--- config.mk ---
export PLATFORM = sky130hd
export DESIGN_NAME = instr_buffer
export DESIGN_NICKNAME = d
export VERILOG_FILES = /design/src/rtl/global_config_pkg.sv /design/src/rtl/instr_buffer.sv
export SDC_FILE = /design/constraint.sdc
export NUM_CORES = 1
export LEC_CHECK = 0
export CAP_MARGIN = 20
export CORE_MARGIN = 2
export CORE_UTILIZATION = 60
export DETAILED_ROUTE_END_ITERATION = 8
export PLACE_DENSITY = 0.91
export SYNTH_ARGS = -nofsm -noshare
export SYNTH_HDL_FRONTEND = slang
export SYNTH_SLANG_ARGS = --single-unit
--- constraint.sdc ---
create_clock -name clk_i -period 12.9 [get_ports clk_i]
set_input_delay 1.29 -clock clk_i [delete_from_list [all_inputs] [get_ports clk_i]]
set_output_delay 1.29 -clock clk_i [all_outputs]
set_load 0.05 [all_outputs]
--- src/rtl/global_config_pkg.sv ---
// Global configuration shared across the frontend: ISA/address widths and
// the instruction-buffer entry type passed from the IFU to decode.
package global_config_pkg;

  typedef struct packed {
    int unsigned ILEN;
    int unsigned PLEN;
  } cfg_t;

  localparam cfg_t Cfg = '{ILEN: 32, PLEN: 32};

  localparam int unsigned IbufDepth = 8;

  typedef struct packed {
    logic [Cfg.PLEN-1:0] pc;
    logic [Cfg.ILEN-1:0] instr;
  } ibuf_entry_t;

  typedef struct packed {
    logic valid;
    logic ready;
  } handshake_t;

endpackage

--- src/rtl/instr_buffer.sv ---
// IFU -> decode instruction FIFO. Wrap-bit pointers give full/empty for free;
// flush resets both pointers and wins over any same-cycle enqueue/dequeue.
module instr_buffer
  import global_config_pkg::*;
#(
  parameter cfg_t        Cfg   = global_config_pkg::Cfg,
  parameter int unsigned DEPTH = IbufDepth
) (
  input  logic                     clk_i,
  input  logic                     rst_ni,
  input  logic                     flush_i,
  input  logic                     enq_valid_i,
  output logic                     enq_ready_o,
  input  ibuf_entry_t              enq_entry_i,
  output logic                     deq_valid_o,
  input  logic                     deq_ready_i,
  output ibuf_entry_t              deq_entry_o,
  output logic [$clog2(DEPTH):0]   count_o
);

  localparam int unsigned AW = $clog2(DEPTH);
  localparam int unsigned PW = AW + 1;

  if ($bits(ibuf_entry_t) != Cfg.ILEN + Cfg.PLEN) begin : g_cfg_chk
    $error("ibuf_entry_t width does not match Cfg ILEN+PLEN");
  end
  if (DEPTH < 2 || (DEPTH & (DEPTH - 1)) != 0) begin : g_depth_chk
    $error("DEPTH must be a power of two >= 2");
  end

  ibuf_entry_t     mem [DEPTH];
  logic [PW-1:0]   rd_ptr, wr_ptr;
  logic            empty, full, enq_fire, deq_fire;

  assign empty = (rd_ptr == wr_ptr);
  assign full  = (rd_ptr[AW-1:0] == wr_ptr[AW-1:0]) && (rd_ptr[AW] != wr_ptr[AW]);

  // ready is a pure function of state: no combinational path from deq_ready_i
  assign enq_ready_o = !full;
  assign deq_valid_o = !empty;
  assign deq_entry_o = mem[rd_ptr[AW-1:0]];
  assign count_o     = wr_ptr - rd_ptr;

  assign enq_fire = enq_valid_i && enq_ready_o && !flush_i;
  assign deq_fire = deq_valid_o && deq_ready_i && !flush_i;

  always_ff @(posedge clk_i or negedge rst_ni) begin
    if (!rst_ni) begin
      rd_ptr <= '0;
      wr_ptr <= '0;
    end else if (flush_i) begin
      rd_ptr <= '0;
      wr_ptr <= '0;
    end else begin
      if (enq_fire) wr_ptr <= wr_ptr + PW'(1);
      if (deq_fire) rd_ptr <= rd_ptr + PW'(1);
    end
  end

  // Storage is intentionally left unreset; pointers alone define validity.
  always_ff @(posedge clk_i) begin
    if (enq_fire) mem[wr_ptr[AW-1:0]] <= enq_entry_i;
  end

endmodule
# == Yosys cells after proc, flatten, opt, wreduce, memory -nomap -nowiden ==
# Memories as Yosys holds them, arrays and structs flattened.
# Cells that the tools add are included.
# W data, S select, Z words.
# word_totals
ff_bits,8
ramBits,512
memories,1
out_inout_bits,70
in_bits,69
elab_cells,25
# memory_table
name,words,width,read_ports,rd_ports_with_merged_regs,write_ports,line_no,source
mem,8,64,1,0,1,instr_buffer.sv:31,ibuf_entry_t mem [DEPTH];
# op_classes
eq_ne,3
mux,6
addsub,3
reduce_logical,10
# op_table
op,count
$mux W4,4
$add A4 B1 Y4 const B,2
$logic_and A1 B1 Y1,5
$eq A4 B4 Y1,1
$reduce_bool A2 Y1,2
$sub A4 B4 Y4,1
$eq A3 B3 Y1,1
$logic_not A1 Y1,3
$mux W1,2
$ne A1 B1 Y1,1

# == Depth between registers and ports, before layout ==
# depth
ltp_word,7
mapped_depth,9
mapped_depth_nobuf,6

# == Least setup slack after synthesis ==
# No wires, ideal clock.
# synth_path
path_type,input-to-reg
from,input port flush_i
to,memory mem[0][0] (netlist name) (enable)
stages,3
setup_slack_ns,6.072
arrival_ns,6.263
path_cell_list,clkbuf_1 -> or3_1 -> nor3_1
# synth_via
elab_chain_cells,4
# synth_lines
element,line_no,source
start: declaration,instr_buffer.sv:11,"input logic flush_i,"
$logic_not A1 Y1,instr_buffer.sv:44,assign enq_fire = enq_valid_i && enq_ready_o && !flush_i;
$logic_and A1 B1 Y1,instr_buffer.sv:44,
$mux W1,instr_buffer.sv:62,if (enq_fire) mem[wr_ptr[AW-1:0]] <= enq_entry_i;
$mux W1 (implied by the code),instr_buffer.sv:62,
end: declaration,instr_buffer.sv:31,
# Every way passes these cells.

# == Worst setup path after layout ==
# layout_path
from,register rd_ptr[0]
to,output port count_o[3]
# layout_via
elab_chain_cells,1
# layout_lines
element,line_no,source
start: declaration,instr_buffer.sv:32,"logic [PW-1:0] rd_ptr, wr_ptr;"
start signal: assignment,instr_buffer.sv:56,if (deq_fire) rd_ptr <= rd_ptr + PW'(1);
$sub A4 B4 Y4,instr_buffer.sv:42,assign count_o = wr_ptr - rd_ptr;
end: declaration,instr_buffer.sv:18,output logic [$clog2(DEPTH):0] count_o
# Every way passes these cells.

==> impl_metrics.py <==
metrics = {
    "run_status": {
        "status": "completed",
    },
    "min_path": {
        "hp-start": "wr_ptr[2]",
        "min_to": "wr_ptr[2]",
        "hold_path.class": "reg -> reg",
        "min_path_cells": 2,
    },
    "global_routing": {
        "antenna_found_initial": 8,
        "grt_pass1_wl_um": 61700,
        "overflow": 0,
        "grt_max_degree": 66,
        "grt_usage": 0.249,
        "grt_pass1_vias": 10300,
    },
    "detailed_routing": {
        "vias_per_cell": 6.12,
        "drt-total-wl_um": 41300,
        "ant_nets": 0,
        "vias": 9754,
        "wire_per_inst_um": 25.9,
        "drt_iter0_drc": 910,
        "route.detailed.drc": 0,
        "drt_first_pass_iters": 5,
    },
    "critical_path": {
        "slowest_stage": "dfrtp_4",
        "required_ns": 11.61,
        "reg2reg_to": "mem[2][42]",
        "cpPeakStageDelay_ns": 0.96,
        "crit_buf_inv": 4,
        "critPathKind": "reg -> out",
        "cp.arrival_ns": 3.95,
        "critPathLaunchType": "flip-flop",
        "end_kind": "primary output",
        "r2r-start": "rd_ptr[0]",
        "ff2ff_setup_slack_ns": 8.26,
        "cp_max_fo": 43,
        "crit_chain": "buf_4 > buf_16 > ha_1 > inv_1 > a21o_1 > a21oi_1 > xnor2_1 > clkdlybuf4s50_1",
        "ff2ff_path_depth": 8,
        "path_delay_family": "buffers and inverters",
    },
    "power_and_ir_drop": {
        "powerDensity_nw_per_um2": 173,
        "clkPwrFrac": 0.350,
        "total_power_mw": 4.02,
        "p_switching_mw": 1.03,
        "p_int_mw": 2.99,
        "seqPwrFrac": 0.476,
        "power_frac_comb": 0.174,
        "p_sw_frac": 0.256,
        "total_leakage_power_nw": 7.52,
        "vdd_drop_max_mv": 0.122,
    },
    "logic_synthesis": {
        "netlist_area_sq_um": 19800,
        "syn_nets": 1021,
        "ys.flop_type": "edfxtp_1",
        "syn_area_per_cell_sq_um": 21.0,
        "ys_ff_latch": 520,
        "async_flop_share": 0.0154,
        "synth_top_cell_by_area": "edfxtp_1",
        "yosysUniqueCellTypes": 28,
        "synth.top_cell.area_share": 0.775,
        "seq_area_frac_synth": 0.785,
        "syn_inst": 946,
        "synth_edf_count": 512,
        "ys_warn_count": 0,
        "synth_area_leaders": "edfxtp_1 (77%), mux4_2 (15%), nand2_1 (3.7%)",
    },
    "sta": {
        "setup_violations": 0,
        "finClkSkew_ns": 0.0221,
        "worstMarginPinSlew_ns": 1.10,
        "min_period_ns": 5.24,
        "setup_tns_ns": 0,
        "slew_violations": 0,
        "maxSlewHeadroom": 0.269,
        "fmax_mhz": 191,
        "period_share": 0.406,
        "hold_viol": 0,
        "rsz0062_at_grt": "no",
    },
    "finish": {
        "fin_area_sq_um": 23300,
        "multi_input_area_sq_um": 4040,
        "finalNetCount": 1180,
        "syn_to_final_growth_pct": 17.4,
        "drive_gt1_frac": 0.199,
        "final_cells": 1593,
        "regArea_sq_um": 15600,
        "fillers": 1854,
    },
    "clocking": {
        "clockBufferDepth": 3,
        "cts_buffers": 49,
        "ctsHoldBuffers": 0,
        "ctsHtreeMaxLevel": 2,
        "post_cts_resized": 0,
        "clk_pin_slew_worst_paths_ns": 0.06,
        "cts_root_buffer": "clkbuf_16",
        "cts_setup_buffers": 0,
        "clock_sinks": 520,
        "cts_tree": "yes",
        "clk_latency_ns": 0.55,
    },
    "place": {
        "post-dp-hpwl_um": 20600,
        "numPlacedInstances": 1495,
        "place_area_sq_um": 21700,
        "io_buffer_count": 138,
        "place_congestion": 0.792,
    },
    "die": {
        "die_x_um": 186,
        "row_count": 66,
        "core-area_sq_um": 32500,
        "initial_core_util": 0.610,
        "die_h_um": 186,
        "ios": 139,
        "dieArea_sq_um": 34600,
    },
    "job": {
        "cap_violations": 0,
    },
}
==> metrics by stage <==
stage | setup WS, ns | hold WS [ns] | util
6_report | 7.66 | 0.637 | 0.716
5_1_grt | 7.32 | 0.672 | 0.716
4_1_cts | 7.28 | 0.646 | 0.715
3_5_place_dp | 7.89 | 0.621 | 0.667
3_3_place_gp | 7.91 | 0.604 | 0.667
2_1_floorplan | 6.07 | 0.556 | -
==> cells by family (layout without fill, tap and decap cells) <==
logic type / Yosys count / count (layout) / share of synthesized area
other: 0 / 7 / 0
buffers and inverters: 52 / 250 / 0.0148
AND/OR/NAND/NOR: 220 / 220 / 0.0430
adder cells (fa/ha/maj): 6 / 6 / 0.00416
XOR/XNOR: 10 / 10 / 0.00479
AO/OA/AOI/OAI: 9 / 9 / 0.00284
flip-flops: 520 / 520 / 0.785
multiplexers: 129 / 129 / 0.146
==> registers in the layout, summed over array words and instances (netlist names) <==
register / count
rd_ptr: 4
wr_ptr: 4
mem: 512
==> worst register-to-register path, stage by stage, from the launching register on <==
cell,delay (ns)
dfrtp_4,0.96
buf_4,0.47
buf_16,0.34
ha_1,0.36
nand3_1,0.18
o21ai_2,0.12
or3_1,0.49
nor2_4,0.53
buf_4,0.76
==> cell usage after synthesis (3+ instances only) <==
cell type,n
a21oi_1,4
buf_1,6
buf_2,13
buf_6,11
clkbuf_1,15
dfrtp_1,8
edfxtp_1,512
ha_1,5
inv_1,7
mux4_2,128
nand2_1,198
nor2_1,13
xnor2_1,6
xor2_1,3
==> worst max-delay path by stage <==
stage | startpoint | end | slack, ns | depth (start not counted)
global route | rd_ptr[0] | count_o[3] | 7.32 | 8
detailed placement | rd_ptr[0] | count_o[3] | 7.89 | 7
finish | rd_ptr[0] | count_o[3] | 7.66 | 8
CTS | rd_ptr[0] | count_o[3] | 7.28 | 7
floorplan | flush_i | mem[0][0] | 6.07 | 3
global placement | rd_ptr[0] | count_o[3] | 7.91 | 7
==> cell type report <==
cell class	instances	area share
Sequential cell	520	0.669
Inverter	7	0.00113
Tap cell	442	0.0237
Antenna cell	7	0.000752
Multi-Input combinational cell	374	0.173
Clock buffer	54	0.0552
Clock inverter	36	0.0123
Timing Repair Buffer	153	0.0650
==> power groups by stage <==
stage / Clock (mW) / Sequential, mW / Combinational (mW)
final: 1.41 / 1.92 / 0.701
after global routing: 1.48 / 1.92 / 0.742
after CTS: 1.42 / 1.92 / 0.703
after detailed placement: 0 / 1.95 / 0.693
after global placement: 0 / 1.95 / 0.679
after floorplan: 0 / 1.93 / 0.525
==> metal layers <==
metal,up-vias,global-route usage,share of wire,wire length [um]
met5,-,0,0.00063,26
met4,4,0.0989,0.029,1180
li1,4116,-,-,-
met3,84,0.0448,0.069,2870
met2,443,0.438,0.54,22100
met1,5107,0.309,0.37,15100
==> placed cells by master, fill, tap and decap left out, types with 3 or more instances in the layout <==
master and instances:
xnor2_1 6, bufinv_16 5, ha_1 5, buf_4 14
clkbuf_1 3, diode_2 7, nor2_4 6, clkinv_1 17
edfxtp_1 512, inv_1 6, xor2_1 3, dfrtp_1 5
mux4_2 128, clkbuf_16 51, nand2_1 198, nor2_1 7
clkdlybuf4s50_1 138, a21oi_1 4, clkinv_2 13
(Power assumes the default switching activity.)
